==> src/rtl/word_adder_pkg.sv <==
// Shared definitions for the word adder.
//   WORD      : operand/result width in bits (legal range 8..64).
//   WORD_ZERO : all-zero word, used as the reset value of the registered sum.
// Optional feature macro used by the word_adder files: ADDER_FLAGS_EN.
package word_adder_pkg;

    localparam int unsigned WORD = 32;
    localparam logic [WORD-1:0] WORD_ZERO = '0;

endpackage

==> src/rtl/word_adder_if.sv <==
// Operand/result bundle for word_adder.
//   Ain, Bin   : operands (master -> slave)
//   in_valid   : qualifies Ain/Bin for the registered path (master -> slave)
//   add_out    : combinational sum (slave -> master)
//   add_out_q  : registered sum (slave -> master)
//   out_valid  : add_out_q holds a valid result (slave -> master)
//   carry_out, overflow, zero : combinational flags, present only when
//                               ADDER_FLAGS_EN is defined (slave -> master)
interface word_adder_if;
    import word_adder_pkg::*;

    logic [WORD-1:0] Ain;
    logic [WORD-1:0] Bin;
    logic            in_valid;
    logic [WORD-1:0] add_out;
    logic [WORD-1:0] add_out_q;
    logic            out_valid;
`ifdef ADDER_FLAGS_EN
    logic            carry_out;
    logic            overflow;
    logic            zero;

    modport master (
        output Ain, Bin, in_valid,
        input  add_out, add_out_q, out_valid, carry_out, overflow, zero
    );

    modport slave (
        input  Ain, Bin, in_valid,
        output add_out, add_out_q, out_valid, carry_out, overflow, zero
    );
`else
    modport master (
        output Ain, Bin, in_valid,
        input  add_out, add_out_q, out_valid
    );

    modport slave (
        input  Ain, Bin, in_valid,
        output add_out, add_out_q, out_valid
    );
`endif

endinterface

==> src/rtl/word_adder_full_adder_cell.sv <==
// Single-bit full adder cell (full_adder_cell), one per bit of the ripple chain.
//   a, b : operand bits
//   cin  : carry in from the next-lower bit
//   s    : sum bit
//   cout : carry out to the next-higher bit
module word_adder_full_adder_cell (
    input  logic a,
    input  logic b,
    input  logic cin,
    output logic s,
    output logic cout
);

    logic p;

    assign p    = a ^ b;
    assign s    = p ^ cin;
    assign cout = (a & b) | (cin & p);

endmodule

==> src/rtl/word_adder.sv <==
// WORD-bit modulo-2^WORD adder for the datapath (PC+4, branch target, address math).
//   clk   : rising-edge clock, registered path only
//   rst_n : asynchronous active-low reset of the registered path
//   bus   : word_adder_if.slave -- Ain/Bin/in_valid in; add_out (combinational),
//           add_out_q/out_valid (one-cycle registered copy) out; with ADDER_FLAGS_EN
//           defined also carry_out/overflow/zero, combinational from Ain/Bin.
// Feature macro: ADDER_FLAGS_EN (undefined: flag ports absent, no flag logic).
module word_adder
    import word_adder_pkg::*;
(
    input  logic          clk,
    input  logic          rst_n,
    word_adder_if.slave   bus
);

    // Ripple-carry chain, carry[0] is the LSB carry-in (always 0).
    logic [WORD:0]   carry;
    logic [WORD-1:0] sum;

    assign carry[0] = 1'b0;

    for (genvar i = 0; i < WORD; i++) begin : g_bit
        word_adder_full_adder_cell u_cell (
            .a    (bus.Ain[i]),
            .b    (bus.Bin[i]),
            .cin  (carry[i]),
            .s    (sum[i]),
            .cout (carry[i+1])
        );
    end

    assign bus.add_out = sum;

`ifdef ADDER_FLAGS_EN
    assign bus.carry_out = carry[WORD];
    // Signed overflow: like-signed operands producing a result of the other sign.
    assign bus.overflow  = (bus.Ain[WORD-1] == bus.Bin[WORD-1]) &&
                           (sum[WORD-1] != bus.Ain[WORD-1]);
    assign bus.zero      = ~|sum;
`else
    // Carry out of the MSB is discarded in this build.
    logic unused_msb_carry;
    assign unused_msb_carry = carry[WORD];
`endif

    // Registered copy: capture on in_valid, otherwise hold the value and drop valid.
    logic [WORD-1:0] sum_d, sum_q;
    logic            valid_d, valid_q;

    always_comb begin
        sum_d   = sum_q;
        valid_d = bus.in_valid;
        if (bus.in_valid) begin
            sum_d = sum;
        end
    end

    always_ff @(posedge clk or negedge rst_n) begin
        if (!rst_n) begin
            sum_q   <= WORD_ZERO;
            valid_q <= 1'b0;
        end else begin
            sum_q   <= sum_d;
            valid_q <= valid_d;
        end
    end

    assign bus.add_out_q = sum_q;
    assign bus.out_valid = valid_q;

endmodule

==> src/flat_wrapper.sv <==
// flat-port wrapper written by rule: the top's interface ports become plain ports
module word_adder_flat import word_adder_pkg::*;
  (clk, rst_n, bus_Ain, bus_Bin, bus_in_valid, bus_add_out, bus_add_out_q, bus_out_valid);
  word_adder_if bus_i ();
  input  logic clk;
  input  logic rst_n;
  input wire logic [$bits(bus_i.Ain)-1:0] bus_Ain;
  input wire logic [$bits(bus_i.Bin)-1:0] bus_Bin;
  input wire logic [$bits(bus_i.in_valid)-1:0] bus_in_valid;
  output wire logic [$bits(bus_i.add_out)-1:0] bus_add_out;
  output wire logic [$bits(bus_i.add_out_q)-1:0] bus_add_out_q;
  output wire logic [$bits(bus_i.out_valid)-1:0] bus_out_valid;
  assign bus_i.Ain = bus_Ain;
  assign bus_i.Bin = bus_Bin;
  assign bus_i.in_valid = bus_in_valid;
  assign bus_add_out = bus_i.add_out;
  assign bus_add_out_q = bus_i.add_out_q;
  assign bus_out_valid = bus_i.out_valid;
  word_adder u_core (.clk(clk), .rst_n(rst_n), .bus(bus_i));
endmodule
==> config.mk <==
export PLATFORM = sky130hd
export DESIGN_NAME = word_adder_flat
export DESIGN_NICKNAME = d
export VERILOG_FILES = /design/src/rtl/word_adder_pkg.sv /design/src/rtl/word_adder_if.sv /design/src/rtl/word_adder_full_adder_cell.sv /design/src/rtl/word_adder.sv /design/src/flat_wrapper.sv
export SDC_FILE = /design/constraint.sdc
export NUM_CORES = 1
export LEC_CHECK = 0
export ABC_CLOCK_PERIOD_IN_PS = 29000
export CORE_MARGIN = 2
export CORE_UTILIZATION = 35
export CTS_BUF_LIST = sky130_fd_sc_hd__clkbuf_4 sky130_fd_sc_hd__clkbuf_8
export DETAILED_ROUTE_END_ITERATION = 8
export PLACE_DENSITY = 0.77
export SLEW_MARGIN = 15
export SYNTH_ARGS = -nofsm -noshare
export SYNTH_HDL_FRONTEND = slang
export SYNTH_SLANG_ARGS = --single-unit
==> constraint.sdc <==
create_clock -name clk -period 29 [get_ports clk]
set_input_delay 7.25 -clock clk [delete_from_list [all_inputs] [get_ports clk]]
set_output_delay 7.25 -clock clk [all_outputs]
set_load 0.05 [all_outputs]
======== Yosys cells after proc, flatten, opt, wreduce, memory -nomap -nowiden ========
Cells that the tools add are included.
operators by class
  bitwise gates (word level) .............. 154
operators with widths
  operator       number
  $xor A1 B1 Y1  63
  $and A1 B1 Y1  61
  $or A1 B1 Y1   30
word-level totals
  register bits after elaboration ......... 33

======== Longest topological paths before layout ========
Gate-level depths: netlist of the first run.
  word-level depth ........................ 62
  mapped depth ............................ 35
  depth with buffers taken out ............ 35

======== Hierarchy ========
Synthesis of the first run repeated with hierarchy kept, for this count alone.
unflattened totals
  cell total of the unflattened synthesis .. 102
  area total of the unflattened synthesis .. 2014.4 um2
by module, submodules not included
  module                      instances  cells an instance  area an instance (um2)  seq. area each (um2)
  word_adder                  1          70                 1373.8                  825.8
  word_adder_full_adder_cell  32         1                  20.0                    0.0

======== Least setup slack after synthesis of the first run ========
No wires, ideal clock.
  path type ............................... input-to-output
  start ................................... input port bus_Bin[0]
  end ..................................... output port bus_add_out[31]
  data arrival time ....................... 19.220 ns
  setup slack ............................. 2.530 ns
  cell stages on the path ................. 35
  buffers on the path ..................... 1
  cells stage by stage .................... ha_1 fa_1 fa_1 fa_1 fa_1 fa_1 fa_1 fa_1 fa_1 inv_1 fa_1 inv_1 fa_1 fa_1 fa_1 fa_1 fa_1 fa_1 fa_1 fa_1 fa_1 fa_1 fa_1 fa_1 fa_1 fa_1 fa_1 fa_1 fa_1 fa_1 fa_1 fa_1 fa_1 xor3_1 buf_4
between the ends
  longest elaborated chain between the ends .. 62
ends and longest elaborated chain
  element                     RTL line                          source
  from (decl)                 flat_wrapper.sv:8                 input wire logic [$bits(bus_i.Bin)-1:0] bus_Bin;
  $and A1 B1 Y1 (2 in a row)  word_adder_full_adder_cell.sv:18  assign cout = (a & b) | (cin & p);
  $or A1 B1 Y1                word_adder_full_adder_cell.sv:18
  $and A1 B1 Y1               word_adder_full_adder_cell.sv:18
  $or A1 B1 Y1                word_adder_full_adder_cell.sv:18
  $and A1 B1 Y1               word_adder_full_adder_cell.sv:18
  $or A1 B1 Y1                word_adder_full_adder_cell.sv:18
  $and A1 B1 Y1               word_adder_full_adder_cell.sv:18
  $or A1 B1 Y1                word_adder_full_adder_cell.sv:18
  (+45 left out)              -
  $or A1 B1 Y1                word_adder_full_adder_cell.sv:18
  $and A1 B1 Y1               word_adder_full_adder_cell.sv:18
  $or A1 B1 Y1                word_adder_full_adder_cell.sv:18
  $and A1 B1 Y1               word_adder_full_adder_cell.sv:18
  $or A1 B1 Y1                word_adder_full_adder_cell.sv:18
  $and A1 B1 Y1               word_adder_full_adder_cell.sv:18
  $or A1 B1 Y1                word_adder_full_adder_cell.sv:18
  $xor A1 B1 Y1               word_adder_full_adder_cell.sv:17  assign s = p ^ cin;
  to (decl)                   flat_wrapper.sv:10                output wire logic [$bits(bus_i.add_out)-1:0] bus_add_out;
No other way between the ends.

======== Final worst setup path of the first run ========
Ends and elaborated chain as after synthesis.

==> flow_results.xml, run 1 <==
<?xml version="1.0" encoding="UTF-8"?>
<metrics>
  <group name="outcome">
    <metric name="run_status" unit="">finished, final reports clean</metric>
  </group>
  <group name="final_layout">
    <metric name="layout-drive-gt1-share" unit="%">16.5</metric>
    <metric name="fillers" unit="">519</metric>
    <metric name="count_of_antenna_diodes_in_the_layout" unit="">0</metric>
    <metric name="layout.core_utilization" unit="%">56.8</metric>
    <metric name="final_cell_mix" unit="">sky130_fd_sc_hd__clkdlybuf4s50_1 (130), sky130_fd_sc_hd__dfrtp_1 (33), sky130_fd_sc_hd__mux2_2 (30), sky130_fd_sc_hd__fa_1 (30), sky130_fd_sc_hd__clkbuf_8 (6)</metric>
    <metric name="finalNonFillerCells" unit="">317</metric>
    <metric name="final_nets" unit="">340</metric>
    <metric name="layout_commonest_cell" unit="">sky130_fd_sc_hd__clkdlybuf4s50_1</metric>
    <metric name="area_growth_synth_to_finish" unit="%">58.5</metric>
  </group>
  <group name="place">
    <metric name="portBuffers" unit="">131</metric>
    <metric name="post-place-cells" unit="">310</metric>
    <metric name="place_hpwl" unit="mm">3.65</metric>
    <metric name="finalWeightedCongestion" unit="">0.654</metric>
  </group>
  <group name="power">
    <metric name="power_density" unit="nW/um2">74.0</metric>
    <metric name="power.switching_fraction" unit="%">46.6</metric>
    <metric name="internal_power" unit="mW">0.132</metric>
    <metric name="static-leakage-power" unit="nW">1.35</metric>
    <metric name="clock_power_share" unit="%">14.4</metric>
    <metric name="vdd.ir_drop.worst" unit="mV">0.0381</metric>
    <metric name="power.share.sequential" unit="%">25.2</metric>
    <metric name="pwr-share-comb" unit="%">60.4</metric>
    <metric name="net-switching-power" unit="mW">0.115</metric>
    <metric name="power.total" unit="mW">0.247</metric>
  </group>
  <group name="route">
    <metric name="vias_per_cell" unit="">4.42</metric>
    <metric name="first_pass_iters" unit="">3</metric>
    <metric name="wire_per_inst" unit="um">14.1</metric>
    <metric name="totalWireLength" unit="mm">4.48</metric>
    <metric name="route.antenna.remaining_nets" unit="">0</metric>
    <metric name="detail_route.drc_violations" unit="">0</metric>
    <metric name="num_vias" unit="">1400</metric>
    <metric name="drt-initial-drc-count" unit="">8</metric>
  </group>
  <group name="floorplan">
    <metric name="design.core.area" unit="um2">5890</metric>
    <metric name="floorplan.die.height" unit="um">81.6</metric>
    <metric name="fp.dieW" unit="um">81.6</metric>
    <metric name="top_level_ports" unit="">132</metric>
    <metric name="initial_core_util" unit="%">35.8</metric>
    <metric name="die_area" unit="um2">6660</metric>
    <metric name="standard_cell_row_count" unit="">28</metric>
  </group>
  <group name="setup_path">
    <metric name="timing.reg2reg.worst_path_depth" unit="">1</metric>
    <metric name="cpPeakStageDelay" unit="ps">820</metric>
    <metric name="crit_path_end_kind" unit="">output port</metric>
    <metric name="critical_path_arrival" unit="ps">20770</metric>
    <metric name="worst_path_max_delay_cell" unit="">sky130_fd_sc_hd__clkdlybuf4s50_1</metric>
    <metric name="regToRegStartpoint" unit="">u_core.bus.add_out_q[31]</metric>
    <metric name="largest_fanout_on_the_critical_path" unit="">2</metric>
    <metric name="endpoint_of_the_worst_register_to_register_path" unit="">u_core.bus.add_out_q[31]</metric>
    <metric name="worstPathRequired" unit="ps">21750</metric>
    <metric name="r2r_slack" unit="ps">28230</metric>
    <metric name="worst-setup-path-type" unit="">primary input to output port</metric>
    <metric name="crit_path_frequent_cell" unit="">sky130_fd_sc_hd__fa_1</metric>
    <metric name="crit_path_start_kind" unit="">primary input</metric>
  </group>
  <group name="global_route">
    <metric name="global_route.usage.total" unit="%">13.8</metric>
    <metric name="antenna_violations_before_repair" unit="">0</metric>
    <metric name="grt_start_max_net_pins" unit="">35</metric>
    <metric name="first_pass_grt_wire_length" unit="mm">6.97</metric>
    <metric name="via_count_of_the_first_global_routing_pass" unit="">1526</metric>
    <metric name="globalRoute.totalOverflow" unit="">0</metric>
  </group>
  <group name="synth">
    <metric name="synth-simple-area-share" unit="%">0.178</metric>
    <metric name="yosys-mux-area-fraction" unit="%">16.7</metric>
    <metric name="syn-cell-area" unit="um2">2110</metric>
    <metric name="synth_fp_nets" unit="">237</metric>
    <metric name="ys_ff_latch" unit="">33</metric>
    <metric name="netlist-cell-type-count" unit="">11</metric>
    <metric name="synthXorXnorAreaFrac" unit="%">1.13</metric>
    <metric name="syn_inst" unit="">139</metric>
    <metric name="yosys.area_share.adder" unit="%">29.1</metric>
    <metric name="synth-warning-count" unit="">0</metric>
    <metric name="synth-seq-area-share" unit="%">39.2</metric>
    <metric name="synth_compound_area_share" unit="%">0.237</metric>
    <metric name="synth.avg_cell_area" unit="um2">15.2</metric>
    <metric name="combinational_family_with_the_most_area_after_synthesis" unit="">adder cells</metric>
  </group>
  <group name="sta">
    <metric name="period_minus_slack" unit="ps">28020</metric>
    <metric name="actual_slew_at_the_worst_max_slew_pin" unit="ps">758</metric>
    <metric name="slew_limit_fails" unit="">0</metric>
    <metric name="grt_setup_unrepaired" unit="">no</metric>
    <metric name="finalHoldViolations" unit="">0</metric>
    <metric name="fin_worst_hold_slack" unit="ps">505</metric>
    <metric name="maxSlewHeadroom" unit="%">49.5</metric>
    <metric name="clock-skew-final" unit="ps">0</metric>
    <metric name="final_setup_fails" unit="">0</metric>
    <metric name="totalNegativeSetupSlack" unit="ps">0</metric>
    <metric name="peak_freq" unit="GHz">0.0357</metric>
    <metric name="finalCritPeriodShare" unit="%">96.6</metric>
  </group>
  <group name="clock_network">
    <metric name="cts-root-to-sink-buffers" unit="">2</metric>
    <metric name="cts.sink_count" unit="">33</metric>
    <metric name="cts.hold.buffers_added" unit="">0</metric>
    <metric name="cts_tree" unit="">done</metric>
    <metric name="cts.repair.resized" unit="">0</metric>
    <metric name="path_clk_slew" unit="ps">70</metric>
    <metric name="skew_pair_late_insertion_delay" unit="ps">270</metric>
    <metric name="cts_max_level" unit="">2</metric>
    <metric name="cts.repair_timing.setup_buffer_count" unit="">0</metric>
    <metric name="clock-root-buffer" unit="">sky130_fd_sc_hd__clkbuf_8</metric>
    <metric name="cts-buffers-inserted" unit="">5</metric>
  </group>
  <group name="min_path">
    <metric name="hold_path_depth" unit="">1</metric>
    <metric name="hold_path_end" unit="">u_core.bus.add_out_q[5]</metric>
    <metric name="hold_class" unit="">register to register</metric>
    <metric name="hp-start" unit="">u_core.bus.add_out_q[5]</metric>
  </group>
  <group name="job">
    <metric name="max_cap_violations" unit="">0</metric>
  </group>
</metrics>
flip-flops by register name (all words and copies together) (netlist names):
name / count
u_core.bus.out_valid: 1
u_core.bus.add_out_q: 32
cell type report:
type                            count  area, um2  share of cell area, %
Sequential cell                    33        826                   24.7
Inverter                            5       18.8                  0.562
Clock buffer                        7       90.1                   2.70
Timing Repair Buffer              132       1310                   39.3
Tap cell                           75       93.8                   2.81
Multi-Input combinational cell     65        998                   29.9
critical path, delay by kind of cell:
kind	cells	cell delay, ps
adders and majority gates	31	11780
xor gates and xnor gates	1	410
buffers and inverters	4	1360
power by group through the flow:
stage | combinational, mW | clock (mW) | sequential [mW]
after global routing | 0.157 | 0.0395 | 0.0636
after CTS | 0.151 | 0.0373 | 0.0624
final | 0.149 | 0.0357 | 0.0622
after global placement | 0.149 | 0 | 0.0625
after detailed placement | 0.151 | 0 | 0.0631
after floorplan | 0.0672 | 0 | 0.102
cells in the mapped netlist:
master / instances / area (um2)
sky130_fd_sc_hd__a21oi_1: 1 / 5.00
sky130_fd_sc_hd__buf_2: 2 / 10.0
sky130_fd_sc_hd__buf_4: 34 / 255
sky130_fd_sc_hd__dfrtp_1: 33 / 826
sky130_fd_sc_hd__fa_1: 30 / 601
sky130_fd_sc_hd__ha_1: 1 / 12.5
sky130_fd_sc_hd__inv_1: 5 / 18.8
sky130_fd_sc_hd__mux2_2: 30 / 338
sky130_fd_sc_hd__mux2_4: 1 / 15.0
sky130_fd_sc_hd__nor2_1: 1 / 3.75
sky130_fd_sc_hd__xor3_1: 1 / 23.8
cell families (layout without fill, tap and decap cells):
group,count (synthesis),count (layout)
buffers and inverters,41,144
flip-flops,33,33
AND/OR/NAND/NOR,1,1
XOR/XNOR,1,1
adder cells (fa/ha/maj),31,31
AO/OA/AOI/OAI,1,1
multiplexers,31,31
how the worst max path moves through the flow:
stage	endpoint	start	cells after the start	slack (ps)
after detailed placement	bus_add_out[31]	bus_Bin[0]	36	880
after floorplan	bus_add_out[31]	bus_Bin[0]	35	2530
after global routing	bus_add_out[31]	bus_Bin[0]	36	530
after CTS	bus_add_out[31]	bus_Bin[0]	36	860
final	bus_add_out[31]	bus_Bin[0]	36	980
after global placement	bus_add_out[31]	bus_Bin[0]	36	1040
per-layer routing:
layer | track usage [%] | up-vias | share of wire [%]
met2 | 24.9 | 76 | 52
met1 | 14.5 | 695 | 36
met3 | 6.04 | 5 | 11
met5 | 0 | - | 0
met4 | 4.00 | 0 | 0.85
li1 | - | 624 | -
metrics by stage:
stage / cell area [um2] / setup slack, ps
finish: 3340 / 978
detailed placement: 3250 / 883
global route: 3340 / 531
floorplan: 2110 / 2530
CTS: 3340 / 863
global placement: 3250 / 1040
No activity file was read; power rests on OpenSTA's default activity.
==> run 2: changes to the inputs <==
Settings changed: CORE_UTILIZATION 35 to 38, PLACE_DENSITY 0.77 to 0.83, SETUP_SLACK_MARGIN set to 0.4.
==> flow_results.xml, run 2 (synthesis gave the netlist of run 1 again) <==
<?xml version="1.0" encoding="UTF-8"?>
<metrics>
  <group name="outcome">
    <metric name="run_status" unit="">finished, final reports clean</metric>
  </group>
  <group name="power">
    <metric name="static-leakage-power" unit="nW">1.36</metric>
    <metric name="power.total" unit="mW">0.255</metric>
    <metric name="power_density" unit="nW/um2">76.0</metric>
    <metric name="vdd.ir_drop.worst" unit="mV">0.0351</metric>
  </group>
  <group name="route">
    <metric name="drt-initial-drc-count" unit="">1</metric>
    <metric name="detail_route.drc_violations" unit="">0</metric>
    <metric name="wire_per_inst" unit="um">13.6</metric>
    <metric name="route.antenna.remaining_nets" unit="">0</metric>
    <metric name="vias_per_cell" unit="">4.42</metric>
    <metric name="totalWireLength" unit="mm">4.26</metric>
    <metric name="num_vias" unit="">1387</metric>
    <metric name="first_pass_iters" unit="">3</metric>
  </group>
  <group name="clock_network">
    <metric name="path_clk_slew" unit="ps">60</metric>
    <metric name="cts.sink_count" unit="">33</metric>
    <metric name="cts.repair_timing.setup_buffer_count" unit="">0</metric>
    <metric name="cts-root-to-sink-buffers" unit="">2</metric>
    <metric name="cts-buffers-inserted" unit="">5</metric>
    <metric name="cts.repair.resized" unit="">0</metric>
    <metric name="cts_max_level" unit="">2</metric>
    <metric name="skew_pair_late_insertion_delay" unit="ps">270</metric>
    <metric name="clock-root-buffer" unit="">sky130_fd_sc_hd__clkbuf_8</metric>
    <metric name="cts_tree" unit="">done</metric>
    <metric name="cts.hold.buffers_added" unit="">0</metric>
  </group>
  <group name="sta">
    <metric name="peak_freq" unit="GHz">0.0357</metric>
    <metric name="final_setup_fails" unit="">0</metric>
    <metric name="slew_limit_fails" unit="">0</metric>
    <metric name="finalHoldViolations" unit="">0</metric>
    <metric name="maxSlewHeadroom" unit="%">50.2</metric>
    <metric name="period_minus_slack" unit="ps">27970</metric>
    <metric name="finalCritPeriodShare" unit="%">96.5</metric>
    <metric name="grt_setup_unrepaired" unit="">no</metric>
    <metric name="totalNegativeSetupSlack" unit="ps">0</metric>
    <metric name="actual_slew_at_the_worst_max_slew_pin" unit="ps">746</metric>
    <metric name="clock-skew-final" unit="ps">0</metric>
    <metric name="worst_slack" unit="ps">1030</metric>
  </group>
  <group name="setup_path">
    <metric name="worst-setup-path-type" unit="">primary input to output port</metric>
    <metric name="regToRegStartpoint" unit="">u_core.bus.add_out_q[31]</metric>
    <metric name="crit_path_end_kind" unit="">output port</metric>
    <metric name="crit_path_start_kind" unit="">primary input</metric>
    <metric name="worstPathRequired" unit="ps">21750</metric>
    <metric name="timing.reg2reg.worst_path_depth" unit="">1</metric>
    <metric name="largest_fanout_on_the_critical_path" unit="">2</metric>
    <metric name="r2r_slack" unit="ps">28240</metric>
    <metric name="critical_path_arrival" unit="ps">20720</metric>
    <metric name="worst_path_max_delay_cell" unit="">sky130_fd_sc_hd__clkdlybuf4s50_1</metric>
    <metric name="endpoint_of_the_worst_register_to_register_path" unit="">u_core.bus.add_out_q[31]</metric>
    <metric name="cpPeakStageDelay" unit="ps">810</metric>
    <metric name="crit_path_frequent_cell" unit="">sky130_fd_sc_hd__fa_1</metric>
  </group>
  <group name="floorplan">
    <metric name="design.core.area" unit="um2">5440</metric>
    <metric name="top_level_ports" unit="">132</metric>
    <metric name="die_area" unit="um2">6160</metric>
    <metric name="initial_core_util" unit="%">38.8</metric>
    <metric name="floorplan.die.height" unit="um">78.5</metric>
    <metric name="fp.dieW" unit="um">78.5</metric>
    <metric name="standard_cell_row_count" unit="">27</metric>
  </group>
  <group name="global_route">
    <metric name="globalRoute.totalOverflow" unit="">0</metric>
    <metric name="antenna_violations_before_repair" unit="">0</metric>
    <metric name="global_route.usage.total" unit="%">15.4</metric>
    <metric name="grt_start_max_net_pins" unit="">35</metric>
    <metric name="first_pass_grt_wire_length" unit="mm">7.35</metric>
    <metric name="via_count_of_the_first_global_routing_pass" unit="">1657</metric>
  </group>
  <group name="place">
    <metric name="placement.setup.worst_slack" unit="ps">939</metric>
    <metric name="finalWeightedCongestion" unit="">0.675</metric>
    <metric name="detailed_place.area" unit="um2">3230</metric>
    <metric name="post-place-cells" unit="">306</metric>
    <metric name="place_hpwl" unit="mm">3.57</metric>
    <metric name="portBuffers" unit="">131</metric>
  </group>
  <group name="final_layout">
    <metric name="final_cell_area" unit="um2">3350</metric>
    <metric name="final_cell_mix" unit="">sky130_fd_sc_hd__clkdlybuf4s50_1 (129), sky130_fd_sc_hd__dfrtp_1 (33), sky130_fd_sc_hd__mux2_2 (30), sky130_fd_sc_hd__fa_1 (30), sky130_fd_sc_hd__clkbuf_8 (6)</metric>
    <metric name="final_nets" unit="">339</metric>
    <metric name="largest_register_ffs" unit="">32</metric>
    <metric name="count_of_antenna_diodes_in_the_layout" unit="">0</metric>
    <metric name="area_growth_synth_to_finish" unit="%">59.1</metric>
    <metric name="finalNonFillerCells" unit="">314</metric>
    <metric name="layout_commonest_cell" unit="">sky130_fd_sc_hd__clkdlybuf4s50_1</metric>
    <metric name="layout-drive-gt1-share" unit="%">16.9</metric>
  </group>
  <group name="min_path">
    <metric name="hold_class" unit="">register to register</metric>
    <metric name="hold_path_end" unit="">u_core.bus.add_out_q[30]</metric>
    <metric name="hp-start" unit="">u_core.bus.add_out_q[30]</metric>
    <metric name="hold_path_depth" unit="">1</metric>
  </group>
  <group name="job">
    <metric name="max_cap_violations" unit="">0</metric>
  </group>
</metrics>
[run 2: critical path: cells and delay by family]
kind,cells,cell delay (ps)
xor+xnor,1,400
fa+ha+maj,31,11730
buf+inv,4,1330
[run 2: cell type report]
| cell class | count | area, um2 |
|---|---|---|
| fillers | 442 | 2080 |
| repair buffers | 131 | 1300 |
| flip-flops and latches | 33 | 826 |
| inverters | 5 | 18.8 |
| clock buffers | 7 | 90.1 |
| multi-input cells | 65 | 998 |
| clock inverters | 1 | 30.0 |
| well taps | 72 | 90.1 |
[run 2: metrics by stage]
stage | hold WS (ps) | utilization (%)
after detailed placement | 495 | 59.5
after global routing | 519 | 61.7
after floorplan | 772 | -
final | 505 | 61.7
after CTS | 511 | 61.7
after global placement | 490 | 59.5
[run 2: worst max path at each step]
stage                    start              end  slack, ps  cells after the start
finish              bus_Bin[0]  bus_add_out[31]       1030                     36
detailed placement  bus_Bin[0]  bus_add_out[31]        940                     36
CTS                 bus_Bin[0]  bus_add_out[31]        930                     36
global route        bus_Bin[0]  bus_add_out[31]        570                     36
global placement    bus_Bin[0]  bus_add_out[31]       1100                     36
floorplan           bus_Bin[0]  bus_add_out[31]       2530                     35
[run 2: report_power, final]
group | leakage [nW] | switching [mW] | internal, mW | total [mW]
Clock | 0.0619 | 0.0156 | 0.0289 | 0.0445
Sequential | 0.385 | 0.00507 | 0.0569 | 0.0620
Combinational | 0.912 | 0.0935 | 0.0551 | 0.149
Total | 1.36 | 0.114 | 0.141 | 0.255
[run 2: layer usage]
| metal | share of wire (%) | GRT usage, % |
|---|---|---|
| met2 | 54 | 27.8 |
| met3 | 10 | 5.75 |
| met4 | 1.3 | 5.44 |
| met5 | 0 | 0 |
| met1 | 34 | 16.6 |
